[src/rtl/pe_row_feeder.sv]
// Input staging for a 4-PE systolic row: accepts packed beats, skews lane k by
// (k-1)*SKEW cycles, drives the row enable and reports burst completion.
module pe_row_feeder #(
    parameter int IMG_W  = 24,
    parameter int WGT_W  = 36,
    parameter int PSUM_W = 16,
    parameter int SKEW   = 1,
    parameter int CNT_W  = 8
) (
    input  logic                 clk,
    input  logic                 rst,
    input  logic                 in_valid,
    output logic                 in_ready,
    input  logic                 in_last,
    input  logic [4*IMG_W-1:0]   in_img,
    input  logic [4*WGT_W-1:0]   in_wgt,
    input  logic [PSUM_W-1:0]    in_psum,
    input  logic [4:0]           in_exp_bias,
    output logic [4:0]           exp_bias,
    output logic [IMG_W-1:0]     img1,
    output logic [IMG_W-1:0]     img2,
    output logic [IMG_W-1:0]     img3,
    output logic [IMG_W-1:0]     img4,
    output logic [WGT_W-1:0]     wgt1,
    output logic [WGT_W-1:0]     wgt2,
    output logic [WGT_W-1:0]     wgt3,
    output logic [WGT_W-1:0]     wgt4,
    output logic [PSUM_W-1:0]    psum,
    output logic                 en,
    output logic                 busy,
    output logic                 done,
    output logic [CNT_W-1:0]     beat_cnt
);

    localparam int LAST_D = 1 + 3 * SKEW;

    typedef enum logic [1:0] {
        IDLE  = 2'd0,
        RUN   = 2'd1,
        DRAIN = 2'd2
    } state_t;

    state_t              state_q, state_d;
    logic                in_ready_q, in_ready_d;
    logic                busy_q, busy_d;
    logic [4:0]          exp_bias_q, exp_bias_d;
    logic [CNT_W-1:0]    beat_cnt_q, beat_cnt_d;
    logic [LAST_D-1:0]   last_q, last_d;
    logic [PSUM_W-1:0]   psum_q, psum_d;
    logic                accept_s;
    logic [3:0][IMG_W-1:0] img_out_s;
    logic [3:0][WGT_W-1:0] wgt_out_s;
    logic [3:0]          vld_out_s;

    assign accept_s = in_valid & in_ready;
    assign in_ready = in_ready_q & rst;

    // Burst FSM, bias capture and saturating beat counter
    always_comb begin
        state_d    = state_q;
        exp_bias_d = exp_bias_q;
        beat_cnt_d = beat_cnt_q;
        case (state_q)
            IDLE: begin
                if (accept_s) begin
                    exp_bias_d = in_exp_bias;
                    beat_cnt_d = {{(CNT_W-1){1'b0}}, 1'b1};
                    state_d    = in_last ? DRAIN : RUN;
                end else begin
                    state_d = IDLE;
                end
            end
            RUN: begin
                if (accept_s) begin
                    if (beat_cnt_q != {CNT_W{1'b1}}) begin
                        beat_cnt_d = beat_cnt_q + {{(CNT_W-1){1'b0}}, 1'b1};
                    end else begin
                        beat_cnt_d = beat_cnt_q;
                    end
                    state_d = in_last ? DRAIN : RUN;
                end else begin
                    state_d = RUN;
                end
            end
            DRAIN: begin
                state_d = last_q[LAST_D-1] ? IDLE : DRAIN;
            end
            default: begin
                state_d = IDLE;
            end
        endcase
        in_ready_d = (state_d != DRAIN);
        busy_d     = (state_d != IDLE);
    end

    // Lane-1 psum and the last-beat marker that follows lane 4
    always_comb begin
        psum_d = accept_s ? in_psum : {PSUM_W{1'b0}};
        last_d = {last_q[LAST_D-2:0], accept_s & in_last};
    end

    // Control and lane-1 psum registers
    always_ff @(posedge clk) begin
        if (!rst) begin
            state_q    <= IDLE;
            in_ready_q <= 1'b0;
            busy_q     <= 1'b0;
            exp_bias_q <= 5'd0;
            beat_cnt_q <= {CNT_W{1'b0}};
            last_q     <= {LAST_D{1'b0}};
            psum_q     <= {PSUM_W{1'b0}};
        end else begin
            state_q    <= state_d;
            in_ready_q <= in_ready_d;
            busy_q     <= busy_d;
            exp_bias_q <= exp_bias_d;
            beat_cnt_q <= beat_cnt_d;
            last_q     <= last_d;
            psum_q     <= psum_d;
        end
    end

    // Invalid slots are stored as zeros so outputs need no gating downstream
    for (genvar g = 0; g < 4; g++) begin : g_lane
        localparam int DEPTH = 1 + g * SKEW;

        logic [IMG_W-1:0] img_q [DEPTH];
        logic [IMG_W-1:0] img_d [DEPTH];
        logic [WGT_W-1:0] wgt_q [DEPTH];
        logic [WGT_W-1:0] wgt_d [DEPTH];
        logic [DEPTH-1:0] vld_q, vld_d;

        // Shift the lane one stage per cycle, injecting the new slot at stage 0
        always_comb begin
            img_d[0] = accept_s ? in_img[g*IMG_W +: IMG_W] : {IMG_W{1'b0}};
            wgt_d[0] = accept_s ? in_wgt[g*WGT_W +: WGT_W] : {WGT_W{1'b0}};
            vld_d[0] = accept_s;
            for (int i = 1; i < DEPTH; i++) begin
                img_d[i] = img_q[i-1];
                wgt_d[i] = wgt_q[i-1];
                vld_d[i] = vld_q[i-1];
            end
        end

        // Lane storage registers
        always_ff @(posedge clk) begin
            if (!rst) begin
                for (int i = 0; i < DEPTH; i++) begin
                    img_q[i] <= {IMG_W{1'b0}};
                    wgt_q[i] <= {WGT_W{1'b0}};
                end
                vld_q <= {DEPTH{1'b0}};
            end else begin
                for (int i = 0; i < DEPTH; i++) begin
                    img_q[i] <= img_d[i];
                    wgt_q[i] <= wgt_d[i];
                end
                vld_q <= vld_d;
            end
        end

        assign img_out_s[g] = img_q[DEPTH-1];
        assign wgt_out_s[g] = wgt_q[DEPTH-1];
        assign vld_out_s[g] = vld_q[DEPTH-1];
    end

    assign img1     = img_out_s[0];
    assign img2     = img_out_s[1];
    assign img3     = img_out_s[2];
    assign img4     = img_out_s[3];
    assign wgt1     = wgt_out_s[0];
    assign wgt2     = wgt_out_s[1];
    assign wgt3     = wgt_out_s[2];
    assign wgt4     = wgt_out_s[3];
    assign psum     = psum_q;
    assign en       = |vld_out_s;
    assign busy     = busy_q;
    assign done     = last_q[LAST_D-1];
    assign exp_bias = exp_bias_q;
    assign beat_cnt = beat_cnt_q;

endmodule

[config.mk]
export PLATFORM = sky130hd
export DESIGN_NAME = pe_row_feeder
export DESIGN_NICKNAME = d
export VERILOG_FILES = /design/src/rtl/pe_row_feeder.sv
export SDC_FILE = /design/constraint.sdc
export NUM_CORES = 1
export LEC_CHECK = 0
export CAP_MARGIN = 5
export CORE_MARGIN = 10
export CORE_UTILIZATION = 41
export DETAILED_ROUTE_END_ITERATION = 12
export GPL_TIMING_DRIVEN = 0
export PLACE_DENSITY_LB_ADDON = 0.08
export SYNTH_ARGS = -nofsm -noshare
export SYNTH_HDL_FRONTEND = slang
export SYNTH_SLANG_ARGS = --single-unit
[constraint.sdc]
create_clock -name clk -period 1.29 [get_ports clk]
set_input_delay 0.258 -clock clk [delete_from_list [all_inputs] [get_ports clk]]
set_output_delay 0.258 -clock clk [all_outputs]
set_load 0.02 [all_outputs]
== Yosys cells after proc, flatten, opt, wreduce, memory -nomap -nowiden ==
Memories as Yosys holds them, arrays and structs flattened.
Cells that the tools add are included.

* Multiplexer cells: 41
* Bitwise gates (word level): 21
* Equality and inequality tests: 7
* Add/subtract/negate cells: 1
* Reduce and logical (&&, ||, !) cells: 9

{| class="wikitable"
|+ Operator list
! operator !! count
|-
| two-way mux 36 bit || 14
|-
| two-way mux 24 bit || 14
|-
| OR reduction 36 bit || 1
|-
| two-way mux 8 bit || 3
|-
| OR reduction 24 bit || 1
|-
| bitwise OR 1 bit || 18
|-
| one-hot mux 8 bit (2 select lines) || 1
|-
| adder 8 x 1 -> 8 bit, second input constant || 1
|-
| two-way mux 2 bit || 4
|-
| inequality test 2 bit, second input constant || 4
|-
| inequality test 8 bit, second input constant || 1
|-
| one-hot mux 2 bit (3 select lines) || 1
|-
| two-way mux 1 bit || 4
|-
| AND reduction 2 bit || 2
|-
| AND reduction 4 bit || 1
|-
| nonzero test 2 bit || 2
|-
| OR reduction 4 bit || 1
|-
| bitwise AND 1 bit || 3
|-
| == test 2 x 1 -> 1 bit, second input constant || 1
|-
| == test 2 bit, second input constant || 1
|-
| zero test 2 bit || 1
|}

* Bits in writable memories: 600
* Memories: 8
* Bits in registers: 47
* Input port bits: 265

{| class="wikitable"
|+ Memories
! name !! words !! width !! rd ports !! clocked after memory_dff !! write ports !! line !! source
|-
| g_lane[3].wgt_q || 4 || 36 || 4 || 0 || 4 || 129 || <nowiki>logic [WGT_W-1:0] wgt_q [DEPTH];</nowiki>
|-
| g_lane[2].wgt_q || 3 || 36 || 3 || 0 || 3 || 129 ||
|-
| g_lane[3].img_q || 4 || 24 || 4 || 0 || 4 || 127 || <nowiki>logic [IMG_W-1:0] img_q [DEPTH];</nowiki>
|-
| g_lane[1].wgt_q || 2 || 36 || 2 || 0 || 2 || 129 ||
|-
| g_lane[2].img_q || 3 || 24 || 3 || 0 || 3 || 127 ||
|-
| g_lane[1].img_q || 2 || 24 || 2 || 0 || 2 || 127 ||
|-
| +2 memories || -- || -- || -- || -- || -- || -- ||
|}

== Logic depth before layout (Yosys ltp) ==
* Depth in word-level cells: 5
* Depth in mapped cells: 6
* Mapped depth without buffers: 5

== Worst setup path after synthesis ==
OpenSTA, ideal clock, no wires.

* Kind: reg2reg
* From: register beat_cnt_q[0], in the netlist beat_cnt[0]
* To: register beat_cnt_q[0], in the netlist beat_cnt[0]
* Data required time: 1211 ps
* Setup time: 79 ps
* Setup slack: -218 ps
* Period minus slack after synthesis: 1508 ps
* Stages on the path, launching flop included: 6
* Arrival: 1429 ps
* Cells stage by stage: dfxtp_1 -> ha_1 -> nand4_2 -> o21a_2 -> and3_1 -> nor3_1

* Word-level cells in the longest chain between the ends: 4
* Elaborated cells on any way between the ends: 7
* Those cells by class: add/sub (1); eq/ne (2); mux (3); reduce/logical (1)

{| class="wikitable"
|+ RTL lines
! element !! line !! source
|-
| start, declared || 47 || <nowiki>logic [CNT_W-1:0] beat_cnt_q, beat_cnt_d;</nowiki>
|-
| start signal, assigned || 109 || <nowiki>beat_cnt_q <= {CNT_W{1'b0}};</nowiki>
|-
| start signal, assigned || 117 || <nowiki>beat_cnt_q <= beat_cnt_d;</nowiki>
|-
| adder 8 x 1 -> 8 bit || 76 || <nowiki>beat_cnt_d = beat_cnt_q + {{(CNT_W-1){1'b0}}, 1'b1};</nowiki>
|-
| two-way mux 8 bit || 75 || <nowiki>if (beat_cnt_q != {CNT_W{1'b1}}) begin</nowiki>
|-
| two-way mux 8 bit || 74 || <nowiki>if (accept_s) begin</nowiki>
|-
| one-hot mux 8 bit (2 select lines) || 63 || <nowiki>case (state_q)</nowiki>
|}

Several ways; a longest one is shown, not always the timed one. The select of a mux whose other input is x is not followed.
A chain may end at the register's enable or synchronous reset.

== Final worst setup path ==
* From: register g_lane[3].vld_q[3]
* To: output port en

* Word-level cells in the longest chain between the ends: 1

{| class="wikitable"
|+ RTL lines
! element !! line !! source
|-
| start, declared || 131 || <nowiki>logic [DEPTH-1:0] vld_q, vld_d;</nowiki>
|-
| start signal, assigned || 152 || <nowiki>vld_q <= {DEPTH{1'b0}};</nowiki>
|-
| start signal, assigned || 158 || <nowiki>vld_q <= vld_d;</nowiki>
|-
| OR reduction 4 bit || 176 || <nowiki>assign en = |vld_out_s;</nowiki>
|-
| end, declared || 29 || <nowiki>output logic en,</nowiki>
|}

Every way passes these cells.

==> flow_summary.yaml <==
run_status:
  status: "finished, violations left"
  violations: "negative setup slack"
clock_tree:
  clockBufferDepth: 3
  cts_sinks: 641
  cts_buffers: 61
  path_clk_slew_ps: 60
  h-tree-depth: 2
  cts_hold_buf: 0
  clk_latency_ps: 610
  root_buffer: "clkbuf_16"
  cts_tree: "yes"
sta:
  fin_crit_ps: 1850
  finalCritPeriodShare: 1.43
  fin_worst_skew_ps: 18.8
  tightestPinTransition_ps: 586
  slew_violations: 0
  finalHoldViolCount: 0
  final-setup-viol-count: 364
  fin_hold_ws_ps: 157
  slew_headroom: 0.610
  rsz0062_at_grt: "true"
  postLayoutSetupSlackWorst_ps: -560
  max_freq_mhz: 541
layout:
  fill_cells: 3172
  layout_commonest_cell: "and2_1"
  layout_common_cells: "and2_1 (523), dfxtp_1 (367), buf_6 (281)"
  n_antenna_cell: 0
  nets: 2296
  layout-drive-gt1-share: 0.401
  syn_to_final_growth_pct: 56.8
  stdcell_area_um2: 27300
critical_path:
  cp-end-kind: "output pin"
  worstPathRequired_ps: 1030
  rr_worst_depth: 6
  crit_arrival_ps: 1590
  start_kind: "register"
  cp_max_fo: 1
  path_class: "reg2out"
logic_synthesis:
  yosys.area.top_type: "dfxtp_1"
  synth_top_area_frac: 0.737
  ys_warn_count: 0
  async_reset_ff_frac: 0
  syn_inst: 1400
  yosysUniqueCellTypes: 32
  ys_seq_area_frac: 0.737
  synth-edff-count: 0
  netlist_area_um2: 17400
  syn_avg_cell_area_um2: 12.4
  synth_top_flop_cell: "dfxtp_1"
  netlist_top_cells_area: "dfxtp_1 (74%), and2_1 (22%), clkbuf_1 (1.4%)"
  ys_ff_latch: 641
  syn_nets: 1666
pwr:
  pwr-share-clk: 0.444
  p_per_area_nw_per_um2: 1490
  p_leak_nw: 11.8
  p_switching_mw: 8.24
  seq_power_share: 0.500
  comb_power_share: 0.056
  p_int_mw: 32.4
  vdd_drop_max_v: 0.000981
  switching_share: 0.203
detailed_routing:
  vias: 11085
  routed_wl_um: 50000
  postRouteAntennaNets: 0
  wl_per_cell_um: 19.1
  first_pass_iters: 4
  drc: 0
  vias_per_cell: 4.23
  dr.first_iter.drc_count: 448
placed_design:
  gp_congestion: 0.870
  io_buffers: 537
  dp_hpwl_um: 37800
  place_ws_ps: -1380
  placed_area_um2: 23500
run:
  maxCapViolations: 0
floorplanning:
  dieArea_um2: 51100
  die_x_um: 226
  ioPinCount: 538
  chipHeight_um: 226
  initial_utilization: 0.415
  num_rows: 75
  core_area_um2: 41900
global_routing:
  overflow: 0
  grt_use_total: 0.188
  grt_pass1_wl_um: 70900
  grt_antenna_before_repair: 4
  grt_pass1_vias: 11369
  grt_max_degree: 16
min_path:
  hp-class: "in2reg"
  holdPathStages: 4
## layer usage
| layer | track usage | vias to the layer above | share of wire |
|---|---|---|---|
| met5 | 0 | - | 0.00096 |
| met4 | 0.0537 | 8 | 0.019 |
| met3 | 0.0899 | 70 | 0.10 |
| met2 | 0.330 | 333 | 0.51 |
| met1 | 0.197 | 5147 | 0.37 |
| li1 | - | 5527 | - |
## final cells by class
cell class                 count  area [µm²]  area share
clock inverter                24         277      0.0101
buffer                        69         495      0.0181
tap                          539         674      0.0247
inverter                       3        20.0    0.000733
multi-input combinational    686        4670       0.171
sequential                   641       13200       0.483
clock buffer                  89        1780      0.0653
timing repair buffer         568        6180       0.226
## cells by family after synthesis
family                   count (synthesis)  share of synthesized area
XOR/XNOR                                 3                    0.00151
AND/OR/NAND/NOR                        662                      0.236
adder cells (fa/ha/maj)                  1                   0.000718
AO/OA/AOI/OAI                           15                    0.00539
buffers and inverters                   73                     0.0162
flip-flops                             641                      0.737
multiplexers                             5                    0.00287
## state kept, by name, summed over array words and instances, names as in the netlist
name / count
g_lane.wgt_q: 360
g_lane.img_q: 240
psum: 16
beat_cnt: 8
exp_bias: 5
g_lane.vld_q: 4
last_q: 4
state_q: 2
busy: 1
in_ready_q: 1
## cell usage after synthesis, types with 2 or more instances
master / count
nand3_1: 4
buf_2: 6
clkbuf_1: 64
nand4b_1: 2
mux2i_1: 5
or3_1: 2
xor2_1: 3
dfxtp_1: 641
nand2_1: 4
and4b_1: 2
and3_1: 2
nor2_1: 13
and2_1: 625
o21ai_0: 4
a21oi_1: 6
## worst max-delay path, cell delays in order, from the launching register on
cell     delay (ps)
dfxtp_1         300
or4_4           520
buf_6           150
## final timing paths
check	slack (ps)	startpoint	endpoint
min	160	rst	state_q[0]$_SDFF_PN0_
max reg2reg	-150	in_ready_q$_SDFF_PN0_	exp_bias[3]$_SDFFE_PN0P_
max	-560	g_lane[3].vld_q[3]$_SDFF_PN0_	en
min reg2reg	420	g_lane[3].wgt_q[0][63]$_SDFF_PN0_	g_lane[3].wgt_q[0][99]$_SDFF_PN0_
## per-stage QoR
stage,std cells,total power [mW],util,TNS (ps)
after floorplan,1400,21.3,-,-48.1
after global placement,2476,22.6,0.560,-483010
after detailed placement,2476,22.7,0.560,-491870
after CTS,2606,40.8,0.635,-19340
after global routing,2619,42.0,0.651,-23980
final,2619,40.6,0.651,-9460
## power by group through the flow
stage,Clock (mW),Sequential (mW),Combinational (mW)
after global routing,19.3,20.3,2.44
after global placement,0,20.7,1.94
after detailed placement,0,20.7,1.95
final,18.0,20.3,2.27
after floorplan,0,20.9,0.456
after CTS,18.4,20.3,2.08
## timing repair
| item | CTS | global route |
|---|---|---|
| pin swaps | 16 | 90 |
| buffers inserted | 17 | 3 |
| gates cloned | 0 | 12 |
| endpoints found under the hold margin | 0 | 0 |
| resized for setup | 2078 | 175 |
| endpoints found under the setup margin | 826 | 447 |
Power figures use the tool's default switching activity.
